File: src/rtl/mac_accumulator_if.sv
// Handshake bus for mac_accumulator: term input channel and result output channel.
interface mac_accumulator_if;
  logic       in_valid;
  logic       in_ready;
  logic [7:0] in_a;
  logic [7:0] in_b;
  logic       out_valid;
  logic       out_ready;
  logic [7:0] out_result;
  logic       out_overflow;

  // Producer/consumer side (drives terms, accepts results)
  modport master (
    output in_valid, in_a, in_b, out_ready,
    input  in_ready, out_valid, out_result, out_overflow
  );

  // Accumulator side
  modport slave (
    input  in_valid, in_a, in_b, out_ready,
    output in_ready, out_valid, out_result, out_overflow
  );
endinterface

File: src/rtl/mac_accumulator.sv
// Q2.6 signed multiply-accumulate over batches of 8 terms.
// Stage 1 registers a floored, saturated product; stage 2 adds it into a
// saturating accumulator. A sticky flag records any saturation in the batch.
module mac_accumulator (
  input  logic              clk,
  input  logic              rst,
  mac_accumulator_if.slave  bus
);

  typedef enum logic [1:0] {ACC, FLUSH, DONE} state_t;

  state_t             state_q, state_d;
  logic [2:0]         count;
  logic signed [7:0]  acc;
  logic signed [7:0]  p_reg;
  logic               p_valid;
  logic               sticky;
  logic               out_valid_q;
  logic [7:0]         out_result_q;
  logic               out_ovf_q;

  logic               accept;
  logic               handshake;
  logic signed [15:0] prod;
  logic signed [15:0] prod_sh;
  logic signed [7:0]  prod_sat;
  logic               prod_ovf;
  logic signed [8:0]  sum;
  logic signed [7:0]  sum_sat;
  logic               sum_ovf;

  assign bus.in_ready     = (state_q == ACC) && !rst;
  assign bus.out_valid    = out_valid_q;
  assign bus.out_result   = out_result_q;
  assign bus.out_overflow = out_ovf_q;

  assign accept    = bus.in_valid && bus.in_ready;
  assign handshake = out_valid_q && bus.out_ready;

  // Stage-1 combinational product: Q4.12 floored to Q2.6, then clamped
  always_comb begin
    prod     = $signed(bus.in_a) * $signed(bus.in_b);
    prod_sh  = prod >>> 6;
    prod_ovf = 1'b0;
    prod_sat = prod_sh[7:0];
    if (prod_sh > 16'sd127) begin
      prod_sat = 8'sh7F;
      prod_ovf = 1'b1;
    end else if (prod_sh < -16'sd128) begin
      prod_sat = 8'sh80;
      prod_ovf = 1'b1;
    end
  end

  // Stage-2 combinational sum with sign-based saturation
  always_comb begin
    sum     = {acc[7], acc} + {p_reg[7], p_reg};
    sum_ovf = sum[8] ^ sum[7];
    sum_sat = sum[7:0];
    if (sum_ovf) begin
      sum_sat = sum[8] ? 8'sh80 : 8'sh7F;
    end
  end

  // FSM state register
  always_ff @(posedge clk) begin
    if (rst) begin
      state_q <= ACC;
    end else begin
      state_q <= state_d;
    end
  end

  // FSM next-state: ACC until the 8th accept, one FLUSH cycle, DONE until handshake
  always_comb begin
    state_d = state_q;
    case (state_q)
      ACC:     if (accept && (count == 3'd7)) state_d = FLUSH;
      FLUSH:   state_d = DONE;
      DONE:    if (handshake) state_d = ACC;
      default: state_d = ACC;
    endcase
  end

  // Datapath: product pipeline, accumulator, sticky flag and registered result
  always_ff @(posedge clk) begin
    if (rst) begin
      count        <= '0;
      acc          <= '0;
      p_reg        <= '0;
      p_valid      <= 1'b0;
      sticky       <= 1'b0;
      out_valid_q  <= 1'b0;
      out_result_q <= '0;
      out_ovf_q    <= 1'b0;
    end else begin
      p_valid <= accept;
      if (accept) begin
        p_reg <= prod_sat;
        count <= count + 3'd1;
      end
      // Handshake only happens in DONE, where no term or product is in flight
      if (handshake) begin
        acc          <= '0;
        sticky       <= 1'b0;
        out_valid_q  <= 1'b0;
        out_result_q <= '0;
        out_ovf_q    <= 1'b0;
      end else begin
        if (p_valid) acc <= sum_sat;
        if ((accept && prod_ovf) || (p_valid && sum_ovf)) sticky <= 1'b1;
        if (state_q == DONE) begin
          out_valid_q  <= 1'b1;
          out_result_q <= acc;
          out_ovf_q    <= sticky;
        end
      end
    end
  end

endmodule

File: src/flat_wrapper.sv
// flat-port wrapper written by rule: the top's interface ports become plain ports
module mac_accumulator_flat 
  (clk, rst, bus_in_valid, bus_in_a, bus_in_b, bus_out_ready, bus_in_ready, bus_out_valid, bus_out_result, bus_out_overflow);
  mac_accumulator_if bus_i ();
  input  logic clk;
  input  logic rst;
  input wire logic [$bits(bus_i.in_valid)-1:0] bus_in_valid;
  input wire logic [$bits(bus_i.in_a)-1:0] bus_in_a;
  input wire logic [$bits(bus_i.in_b)-1:0] bus_in_b;
  input wire logic [$bits(bus_i.out_ready)-1:0] bus_out_ready;
  output wire logic [$bits(bus_i.in_ready)-1:0] bus_in_ready;
  output wire logic [$bits(bus_i.out_valid)-1:0] bus_out_valid;
  output wire logic [$bits(bus_i.out_result)-1:0] bus_out_result;
  output wire logic [$bits(bus_i.out_overflow)-1:0] bus_out_overflow;
  assign bus_i.in_valid = bus_in_valid;
  assign bus_i.in_a = bus_in_a;
  assign bus_i.in_b = bus_in_b;
  assign bus_i.out_ready = bus_out_ready;
  assign bus_in_ready = bus_i.in_ready;
  assign bus_out_valid = bus_i.out_valid;
  assign bus_out_result = bus_i.out_result;
  assign bus_out_overflow = bus_i.out_overflow;
  mac_accumulator u_core (.clk(clk), .rst(rst), .bus(bus_i));
endmodule
File: config.mk
export PLATFORM = sky130hd
export DESIGN_NAME = mac_accumulator_flat
export DESIGN_NICKNAME = d
export VERILOG_FILES = /design/src/rtl/mac_accumulator_if.sv /design/src/rtl/mac_accumulator.sv /design/src/flat_wrapper.sv
export SDC_FILE = /design/constraint.sdc
export NUM_CORES = 1
export LEC_CHECK = 0
export CAP_MARGIN = 5
export CORE_MARGIN = 5
export CORE_UTILIZATION = 50
export DETAILED_ROUTE_END_ITERATION = 16
export PLACE_DENSITY = 0.7
export SYNTH_ARGS = -nofsm -noshare
export SYNTH_HDL_FRONTEND = slang
export SYNTH_SLANG_ARGS = --single-unit
File: constraint.sdc
create_clock -name clk -period 5.52 [get_ports clk]
set_input_delay 0.552 -clock clk [delete_from_list [all_inputs] [get_ports clk]]
set_output_delay 0.552 -clock clk [all_outputs]
set_load 0.05 [all_outputs]
Yosys cells after proc, flatten, opt, wreduce, memory -nomap -nowiden
Cells that the tools add are included.
{"block": "totals", "reg_bits": 33, "in_bits": 20, "out_inout_bits": 11, "wordCells": 40}
{"block": "classes", "add_sub_neg": 2, "multipliers": 1, "order_cmp": 2, "n_eq_ne": 5, "muxes": 9, "n_bitwise": 1, "n_reduce_logical": 11}
{"cell": "8-bit two-way mux", "n": 4}
{"cell": "8-bit by 8-bit multiplier with 16-bit output", "n": 1}
{"cell": "10-bit by 8-bit greater-than comparator with 1-bit output (second input constant)", "n": 1}
{"cell": "10-bit by 8-bit < comparator with 1-bit output (second input constant)", "n": 1}
{"cell": "8-bit by 8-bit adder with 9-bit output", "n": 1}
{"cell": "1-bit logical AND", "n": 6}
{"cell": "2-bit one-hot mux with 3 select lines", "n": 1}
{"cell": "2-bit two-way mux", "n": 2}
{"cell": "3-bit by 1-bit adder with 3-bit output (second input constant)", "n": 1}
{"cell": "3-bit == test (second input constant)", "n": 1}
{"cell": "2-bit by 1-bit == test with 1-bit output (second input constant)", "n": 1}
{"cell": "2-bit == test (second input constant)", "n": 1}
{"cell": "2-bit logical NOT", "n": 1}
{"cell": "1-bit two-way mux", "n": 2}
{"cell": "2-bit by 1-bit != test with 1-bit output (second input constant)", "n": 1}
{"cell": "2-bit != test (second input constant)", "n": 1}
{"cell": "2-bit AND reduction", "n": 1}
{"cell": "2-bit OR reduction", "n": 1}
{"cell": "1-bit logical NOT", "n": 1}
{"cell": "1-bit logical OR", "n": 1}
{"cell": "1-bit bitwise XOR", "n": 1}

Depth between registers and ports, before layout
{"block": "logic_depth", "depth_word": 6, "depth_mapped": 18, "mapped_depth_nobuf": 18}

Worst setup path before layout
OpenSTA, ideal clock, no wires.
{"block": "synth_timing", "path_kind": "input port to flip-flop", "startpoint": "input port bus_in_b[4]", "endpoint": "register u_core.p_reg[1]", "setup_ns": 0.126, "t_arrival_ns": 4.866, "required_time_ns": 5.394, "path_slack_ns": 0.528, "stages": 17, "path_buffers": 0, "cell_sequence": "and2_1 fa_1 inv_1 fa_1 inv_1 fa_1 inv_1 fa_1 inv_1 ha_1 and3_1 nor4b_1 a311oi_1 nor3_1 a311o_2 a21boi_0 o21ai_0"}
{"block": "synth_between", "elab_chain_cells": 4, "elab_cells_between_ends": 5, "cone_classes": "mul: 1; order compare: 2; mux: 2"}
{"item": "start: declaration", "line": "flat_wrapper.sv:9", "source": "input wire logic [$bits(bus_i.in_b)-1:0] bus_in_b;"}
{"item": "8-bit by 8-bit multiplier with 16-bit output *", "line": "mac_accumulator.sv:42", "source": "prod = $signed(bus.in_a) * $signed(bus.in_b);"}
{"item": "10-bit by 8-bit < comparator with 1-bit output", "line": "mac_accumulator.sv:49", "source": "end else if (prod_sh < -16'sd128) begin"}
{"item": "8-bit two-way mux", "line": "mac_accumulator.sv:49"}
{"item": "8-bit two-way mux *", "line": "mac_accumulator.sv:46", "source": "if (prod_sh > 16'sd127) begin"}
{"item": "end signal: assignment", "line": "mac_accumulator.sv:99", "source": "p_reg <= prod_sat;"}
{"item": "end: declaration", "line": "mac_accumulator.sv:15", "source": "logic signed [7:0] p_reg;"}
Mark *: on every way between the ends. The rest lies on a longest branch, timed or not.
A chain may end at the register's enable or synchronous reset.

Worst setup path after layout
{"block": "layout_timing", "startpoint": "input port bus_in_b[2]", "endpoint": "register u_core.p_reg[5]"}
Same word-level chain as after synthesis.

==> results.sh <==
export IMPL_outcome="complete, no violations"
export IMPL_worstHoldPathType="register to register"
export IMPL_clk_path_buf_depth=2
export IMPL_synth_top_area_share_pct=26.6
export IMPL_maxCapViolCount=0
export IMPL_synth_commonest_cells="83 x inv_1, 54 x fa_1, 54 x nand2_1, 40 x and2_1, 39 x a21oi_1"
export IMPL_antennaDiodeCount=0
export IMPL_dpl_cell_area_um2=4720
export IMPL_die_area_um2=10000
export IMPL_hpwl_um=7280
export IMPL_clk_pin_slew_ns=0.06
export IMPL_critPathTopFamily="adder cells"
export IMPL_routed_wl_um=8390
export IMPL_post_drt_via_cell_ratio=5.13
export IMPL_cts_buffers=5
export IMPL_seq_power_share_pct=13.2
export IMPL_end_kind="register"
export IMPL_die_h_um=100
export IMPL_start_util_pct=52.1
export IMPL_yosysWarningCount=0
export IMPL_p_leak_nw=2.28
export IMPL_clk_latency_ns=0.27
export IMPL_period_share_pct=95.7
export IMPL_vias=3271
export IMPL_finalNetCount=647
export IMPL_cp_num_buf_inv=5
export IMPL_fillers=728
export IMPL_syn_area_um2=4060
export IMPL_dr_pass1_iters=5
export IMPL_ys_seq_area_share_pct=16.3
export IMPL_areaGrowthSynthToFinish_pct=19.3
export IMPL_power_density_nw_per_um2=446
export IMPL_ys_types=50
export IMPL_postCtsHoldBufs=0
export IMPL_synth_cells=470
export IMPL_p_sw_share_pct=45.6
export IMPL_ir_drop_mv=0.623
export IMPL_synthArstFlopShare_pct=0
export IMPL_grt_usage_pct=18.0
export IMPL_cp_required_ns=5.67
export IMPL_fin_area_um2=4850
export IMPL_ys_ff_latch=33
export IMPL_portBuffers=30
export IMPL_slowest_stage="fa_1"
export IMPL_ios=31
export IMPL_grt_setup_unrepaired="yes"
export IMPL_final_util_pct=62.1
export IMPL_synth_edf_count=0
export IMPL_hold_violations=0
export IMPL_yosys_top_cells_area="fa_1 27%, dfxtp_1 16%, ha_1 11%, inv_1 7.7%, and2_1 6.2%"
export IMPL_drive_above_1_share_pct=10.6
export IMPL_cts_tree="done"
export IMPL_finalClockSkew_ns=0.00292
export IMPL_numPlacedInstances=630
export IMPL_coreArea_um2=7810
export IMPL_grt_max_degree=14
export IMPL_final_antenna_net_count=0
export IMPL_crit_fanout=7
export IMPL_slew_violations=0
export IMPL_antenna_found_initial=0
export IMPL_first_iter_violations=159
export IMPL_route_detailed_drc=0
export IMPL_timing_final_crit_period_ns=5.28
export IMPL_p_sw_w=0.000986
export IMPL_slowest_delay_ns=0.55
export IMPL_pwr_share_clk_pct=8.2
export IMPL_crit_type="input pin to register"
export IMPL_crit_top_cell="fa_1"
export IMPL_synth_top_area_cell="fa_1"
export IMPL_syn_avg_cell_area_um2=8.65
export IMPL_htreeDepth=2
export IMPL_gp_congestion=0.877
export IMPL_worstPathArrival_ns=5.43
export IMPL_yosys_cell_count_top_type="inv_1"
export IMPL_grt_overflow=0
export IMPL_setup_viol=0
export IMPL_final_cells=638
export IMPL_holdWs_ns=0.451
export IMPL_clock_sinks=33
export IMPL_wl_per_cell_um=13.2
export IMPL_power_w=0.00216
export IMPL_fmax_mhz=189
export IMPL_comb_power_share_pct=78.6
export IMPL_syn_nets=581
export IMPL_rows=32
export IMPL_worstSetupStartpointType="input pin"
export IMPL_grt_pass1_wl_um=15000
export IMPL_maxSlewHeadroom_pct=52.9
export IMPL_root_buffer="clkbuf_8"
export IMPL_p_int_w=0.00117
export IMPL_first_global_vias=3387
export IMPL_crit_path_cell_trace="clkdlybuf4s50_1 -> nand2_2 -> buf_4 -> fa_1 -> inv_1 -> fa_1 -> fa_1 -> inv_1 -> fa_1 -> inv_1 -> ha_1 -> nand4_2 -> or3_4 -> a21oi_4 -> o22ai_4 -> xnor2_4 -> o21ai_2 -> o21ai_0"
export IMPL_tightest_slew_ns=0.706
export IMPL_die_x_um=100
export IMPL_synthFlopType="dfxtp_1"
## layer usage
layer  GRT usage [%]  vias up  share of wire (%)
met5               0        -                  0
met4            2.49        0               0.43
met3            3.27        4                3.2
met2            30.7       40                 49
met1            24.5     1588                 47
li1                -     1639                  -
## per-stage QoR
step           worst slack, ns  setup TNS [ns]
2_1_floorplan            0.528               0
3_3_place_gp           -0.0520          -0.268
3_5_place_dp            -0.219           -1.46
4_1_cts                 0.0649               0
5_1_grt                -0.0188         -0.0310
6_report                 0.236               0
## power groups by stage
| stage | Combinational, W | Clock (W) | Sequential (W) |
|---|---|---|---|
| 2_1_floorplan | 0.00120 | 0 | 0.000282 |
| 3_3_place_gp | 0.00163 | 0 | 0.000289 |
| 3_5_place_dp | 0.00168 | 0 | 0.000290 |
| 4_1_cts | 0.00169 | 0.000181 | 0.000285 |
| 5_1_grt | 0.00193 | 0.000193 | 0.000289 |
| 6_report | 0.00170 | 0.000176 | 0.000286 |
## area by class of cell
type                       instances  area (um2)  share of cell area, %
multi-input combinational        347        3080                   63.6
sequential                        33         661                   13.6
timing repair buffer              65         573                   11.8
inverter                          84         315                   6.50
tap                              102         128                   2.63
clock buffer                       7        86.3                   1.78
## path summary, 6_finish.rpt
path,slack (ns),endpoint,start,cells after the start
setup / recovery,0.24,u_core.p_reg[5],bus_in_b[2],18
hold / removal,0.45,u_core.bus.out_result[6],u_core.bus.out_result[6],2
setup reg to reg,2.73,u_core.acc[6],u_core.acc[0],10
hold reg to reg,0.45,u_core.bus.out_result[6],u_core.bus.out_result[6],2
## cells by family (layout without fill, tap and decap cells)
family / Yosys count / after routing / synth area share (%)
AND/OR/NAND/NOR: 141 / 141 / 17.6
AO/OA/AOI/OAI: 92 / 92 / 14.3
adder cells (fa/ha/maj): 91 / 91 / 38.0
buffers and inverters: 90 / 156 / 8.37
flip-flops: 33 / 33 / 16.3
XOR/XNOR: 21 / 21 / 4.99
multiplexers: 2 / 2 / 0.523
## worst min-delay path, stage by stage (launching register included)
cell     delay [ns]
dfxtp_1        0.31
nand2_1        0.05
a21oi_1        0.05
## placed cells by master (no fill, tap or decap), drive strengths merged, types with 2 or more instances in the layout
master	n
dlymetal6s2s	4
ha	37
buf	35
o31ai	2
o41ai	2
nor3	5
xor2	2
o22ai	2
o21a	2
inv	83
dfxtp	33
a21o	2
clkdlybuf4s50	26
o21bai	2
fa	54
and3	6
a21oi	40
nor2b	9
xnor2	19
and2	40
a211oi	3
o21ai	27
nand2b	3
nand2	54
clkbuf	7
nor2	17
## timing repair
item                                    in CTS  in global routing
endpoints found under the hold margin        0                  0
buffers inserted                             0                  1
endpoints found under the setup margin       0                  8
gates resized for setup                      0                  9
Power figures use the tool's default switching activity.
